### src/rtl/neurocam_cmd_assembler.sv
// NeuroCAM front-end: assembles nibble-serial search/write frames into one parallel command word,
// rejecting bad opcodes and abandoning frames that stall for TIMEOUT_CYCLES.
module neurocam_cmd_assembler #(
  parameter int unsigned PATTERN_WIDTH  = 12,
  parameter int unsigned ADDR_WIDTH     = 4,
  parameter int unsigned TIMEOUT_CYCLES = 255,
  parameter int unsigned CNT_WIDTH      = 8
) (
  input  logic                     clk,
  input  logic                     rst_n,
  input  logic                     nib_valid,
  input  logic [3:0]               nib_data,
  output logic                     nib_ready,
  output logic                     cmd_valid,
  input  logic                     cmd_ready,
  output logic                     cmd_write,
  output logic [ADDR_WIDTH-1:0]    cmd_addr,
  output logic [PATTERN_WIDTH-1:0] cmd_data,
  output logic                     err_pulse,
  output logic [1:0]               err_code,
  output logic [CNT_WIDTH-1:0]     cmd_count
);

  localparam int unsigned NIBS  = PATTERN_WIDTH / 4;
  localparam int unsigned IDX_W = (NIBS > 1) ? $clog2(NIBS) : 1;
  localparam int unsigned TO_W  = (TIMEOUT_CYCLES > 1) ? $clog2(TIMEOUT_CYCLES + 1) : 1;

  localparam logic [IDX_W-1:0] LAST_IDX  = IDX_W'(NIBS - 1);
  localparam logic [TO_W-1:0]  TO_LAST   = TO_W'(TIMEOUT_CYCLES - 1);

  typedef enum logic [1:0] {StIdle, StAddr, StData, StHold} state_e;

  state_e           state_q;
  logic [IDX_W-1:0] idx_q;
  logic [TO_W-1:0]  to_cnt_q;
  logic             xfer;

  assign xfer = nib_valid && nib_ready;

  // cmd_write/cmd_addr/cmd_data double as the assembly shadow registers; they only change
  // outside HOLD, so they are stable for the whole time cmd_valid is high.
  always_ff @(posedge clk or negedge rst_n) begin
    if (!rst_n) begin
      state_q   <= StIdle;
      idx_q     <= '0;
      to_cnt_q  <= '0;
      nib_ready <= 1'b1;
      cmd_valid <= 1'b0;
      cmd_write <= 1'b0;
      cmd_addr  <= '0;
      cmd_data  <= '0;
      err_pulse <= 1'b0;
      err_code  <= 2'b00;
      cmd_count <= '0;
    end else begin
      err_pulse <= 1'b0;
      unique case (state_q)
        StIdle: begin
          if (xfer) begin
            if (nib_data == 4'h1 || nib_data == 4'h2) begin
              state_q   <= (nib_data == 4'h1) ? StData : StAddr;
              cmd_write <= (nib_data == 4'h2);
              cmd_addr  <= '0;
              cmd_data  <= '0;
              idx_q     <= '0;
              to_cnt_q  <= '0;
            end else begin
              err_pulse <= 1'b1;
              err_code  <= 2'b01;
            end
          end
        end
        StAddr: begin
          if (xfer) begin
            cmd_addr <= ADDR_WIDTH'(nib_data);
            to_cnt_q <= '0;
            state_q  <= StData;
          end
        end
        StData: begin
          if (xfer) begin
            cmd_data[idx_q*4 +: 4] <= nib_data;
            to_cnt_q <= '0;
            if (idx_q == LAST_IDX) begin
              state_q   <= StHold;
              cmd_valid <= 1'b1;
              nib_ready <= 1'b0;
            end else begin
              idx_q <= idx_q + 1'b1;
            end
          end
        end
        StHold: begin
          if (cmd_ready) begin
            cmd_valid <= 1'b0;
            cmd_count <= cmd_count + 1'b1;
            nib_ready <= 1'b1;
            state_q   <= StIdle;
          end
        end
        default: state_q <= StIdle;
      endcase

      // Stall timer; a transfer in the limit cycle is handled above and never reaches here.
      if ((state_q == StAddr || state_q == StData) && !xfer) begin
        if (to_cnt_q == TO_LAST) begin
          to_cnt_q  <= '0;
          state_q   <= StIdle;
          err_pulse <= 1'b1;
          err_code  <= 2'b10;
        end else begin
          to_cnt_q <= to_cnt_q + 1'b1;
        end
      end
    end
  end

endmodule

### config.mk
export PLATFORM = sky130hd
export DESIGN_NAME = neurocam_cmd_assembler
export DESIGN_NICKNAME = d
export VERILOG_FILES = /design/src/rtl/neurocam_cmd_assembler.sv
export SDC_FILE = /design/constraint.sdc
export NUM_CORES = 1
export LEC_CHECK = 0
export CAP_MARGIN = 15
export CORE_MARGIN = 1
export CORE_UTILIZATION = 45
export CTS_CLUSTER_DIAMETER = 150
export CTS_CLUSTER_SIZE = 28
export DETAILED_ROUTE_END_ITERATION = 6
export DONT_BUFFER_PORTS = 1
export PLACE_DENSITY = 0.69
export SETUP_SLACK_MARGIN = 0.2
export SYNTH_ARGS = -nofsm -noshare
export SYNTH_HDL_FRONTEND = slang
export SYNTH_SLANG_ARGS = --single-unit
### constraint.sdc
create_clock -name clk -period 3.85 [get_ports clk]
set_input_delay 0.77 -clock clk [delete_from_list [all_inputs] [get_ports clk]]
set_output_delay 0.77 -clock clk [all_outputs]
set_load 0.01 [all_outputs]
==> results.json <==
{
  "setup_viol": 0,
  "dieArea_um2": 5210,
  "synth_ff_type": "dfrtp_1",
  "layout.cells.non_filler": 280,
  "leakage_nw": 1.14,
  "worstReg2RegEnd": "state_q[1]",
  "layout-drive-gt1-share_pct": 7.51,
  "slew_headroom_pct": 56.9,
  "clockPowerShare_pct": 43.3,
  "ys_warn_count": 0,
  "gp_congestion": 0.825,
  "arrival_ns": 2.44,
  "die_x_um": 72.2,
  "worst-path-buf-inv": 0,
  "synth_seq_cells": 42,
  "crit-reg2reg-launch": "nib_ready",
  "die_height_um": 72.2,
  "crit_family": "simple AND/OR/NAND/NOR gates",
  "fillerInstances": 438,
  "p_seq_share_pct": 55.7,
  "power.switching_w": 0.000153,
  "grt_overflow": 0,
  "drtPass1Iterations": 4,
  "period_share_pct": 59.1,
  "status": "completed",
  "netlist_area_um2": 2220,
  "ant_nets": 0,
  "path_max_fanout": 17,
  "core_um2": 4720,
  "avgRoutedWirePerCell_um": 16.2,
  "critPathCaptureType": "register",
  "power_density_nw_per_um2": 330,
  "ir_drop_mv": 0.145,
  "async_flop_share_pct": 100,
  "dp_hpwl_mm": 3.16,
  "cp-start-kind": "register",
  "worstSetupPathType": "register to register",
  "pwr-share-comb_pct": 1.0,
  "initial_core_util_pct": 47.0,
  "yosysUniqueCellTypes": 47,
  "finClkSkew_ns": 0.00908,
  "fin_crit_ns": 2.28,
  "min_path_type": "input pin to asynchronous set/reset pin",
  "reg2reg_depth": 4,
  "p_int_w": 0.000638,
  "synth_top_area_cell": "dfrtp_1",
  "synth_top_area_share_pct": 46.2,
  "multi_input_area_um2": 1110,
  "postCtsHoldBufs": 0,
  "drc": 0,
  "seq_area_frac_synth_pct": 47.4,
  "finalMaxSlewViolations": 0,
  "numCtsBuffers": 5,
  "syn_area_per_cell_um2": 10.6,
  "syn2layout_area_growth_pct": 7.90,
  "ff_latch_area_um2": 1050,
  "required_ns": 4.01,
  "mostFrequentLayoutCell": "dfrtp_1",
  "worst_pin_slew_ns": 0.645,
  "cts_setup_buffers": 0,
  "syn_nets": 229,
  "endpoint": "state_q[1]",
  "fmax_mhz": 439,
  "synth-edff-count": 0,
  "stdcell_area_um2": 2390,
  "first_iter_violations": 113,
  "fp-row-count": 25,
  "max_stage_delay_ns": 0.66,
  "via_per_inst": 5.80,
  "cts-root-buf": "clkbuf_8",
  "io_buffers": 0,
  "cap_violations": 0,
  "finalNetCount": 232,
  "io_pins": 38,
  "grtUsageTotal_pct": 19.0,
  "cp-startpoint": "nib_ready",
  "cp_slowest_cell": "or4_1",
  "switching_share_pct": 19.3,
  "path_clk_slew_ns": 0.08,
  "grt_max_degree": 43,
  "place_area_um2": 2290,
  "dr_total_vias": 1623,
  "hold_viol": 0,
  "cts_tree": "done",
  "crit_cells": 4,
  "cp_cell_sequence": "nand2_1, or4_1, a211oi_1, a311oi_1",
  "dpl.cell_count": 272,
  "antenna_found_initial": 0,
  "cts_resized": 0,
  "grt_pass1_wl_mm": 7.62,
  "clk_path_buf_depth": 2,
  "htreeDepth": 2,
  "synth_area_leaders": "dfrtp_1, ha_1, a22o_1",
  "antennaDiodeCount": 0,
  "setup_tns_ns": 0,
  "cts.sinks": 42,
  "reg2reg_slack_ns": 1.57,
  "rsz0062_at_grt": "false",
  "clkLatencyLatePin_ns": 0.30,
  "synthCells": 209,
  "grt_pass1_vias": 1567,
  "layout_common_cells": "dfrtp_1, nand2_1, a22o_1, inv_1, ha_1",
  "wl_mm": 4.53
}
[logic make-up (layout without fill, tap and decap cells)]
logic type	count (synthesis)	after routing	share of synthesized area, %
and+or+nand+nor	74	74	18.9
muxes	2	2	0.959
adders and majority gates	12	12	6.77
xor gates and xnor gates	8	8	3.16
buffers and inverters	16	20	2.71
AOI/OAI and AO/OA	55	55	20.1
DFF	42	42	47.4
[cells in the mapped netlist, types with 5 or more instances]
cell type	count
dfrtp_1	41
nand2_1	20
a22o_1	13
ha_1	12
inv_1	12
nand3_1	10
and3_1	8
nor2_1	7
nor3_1	7
o21ai_0	6
a211o_1	5
a21oi_1	5
and2_1	5
xnor2_1	5
[cell type report]
| class | count | share of cell area (%) |
|---|---|---|
| clock inverters | 1 | 1.25 |
| multi-input cells | 151 | 46.2 |
| clock buffers | 7 | 3.19 |
| well taps | 67 | 3.50 |
| flip-flops and latches | 42 | 44.0 |
| inverters | 12 | 1.88 |
[worst register-to-register path, stage by stage (launching register included)]
cell and delay, ns:
dfstp_2 0.64, nand2_1 0.41, or4_1 0.66, a211oi_1 0.35
a311oi_1 0.10
[per-layer routing]
metal  part of all wire [%]  up-vias  global-route usage, %  routed length, um
met5                      0        -                      0                  0
met3                    2.2        6                   4.72                 98
li1                       -      779                      -                  -
met4                    2.0        0                   8.71                 89
met2                     47       26                   29.2               2130
met1                     49      812                   25.1               2210
[state kept, by name, indices dropped and copies added, names as in the netlist, 2 cells and up]
signal and count:
idx_q 2, state_q 2, cmd_count 8, cmd_data 12, to_cnt_q 8, err_code 2, cmd_addr 4
[power groups by stage]
stage	sequential (W)	clock [W]	combinational, W
floorplan	0.000450	0	0.00000904
global placement	0.000450	0	0.00000753
detailed placement	0.000450	0	0.00000764
CTS	0.000441	0.000350	0.00000766
global route	0.000441	0.000367	0.00000843
finish	0.000441	0.000342	0.00000776
[worst min-delay path by stage]
| stage | endpoint | cells past startpoint | slack, ns |
|---|---|---|---|
| floorplan | cmd_addr[0] | 0 | 0.47 |
| global placement | cmd_data[4] | 0 | 0.48 |
| detailed placement | cmd_data[4] | 0 | 0.48 |
| CTS | cmd_addr[0] | 0 | 0.15 |
| global route | cmd_addr[0] | 0 | 0.14 |
| finish | state_q[0] | 0 | 0.16 |
[through the flow]
stage | hold WS, ns | setup WS (ns) | total power, W | util (%)
after floorplan | 0.474 | 1.85 | 0.000459 | -
after global placement | 0.475 | 1.55 | 0.000457 | 48.4
after detailed placement | 0.475 | 1.50 | 0.000457 | 48.4
after CTS | 0.149 | 1.56 | 0.000798 | 50.7
after global routing | 0.145 | 1.42 | 0.000816 | 50.7
final | 0.160 | 1.57 | 0.000791 | 50.7
(Power assumes the default switching activity.)
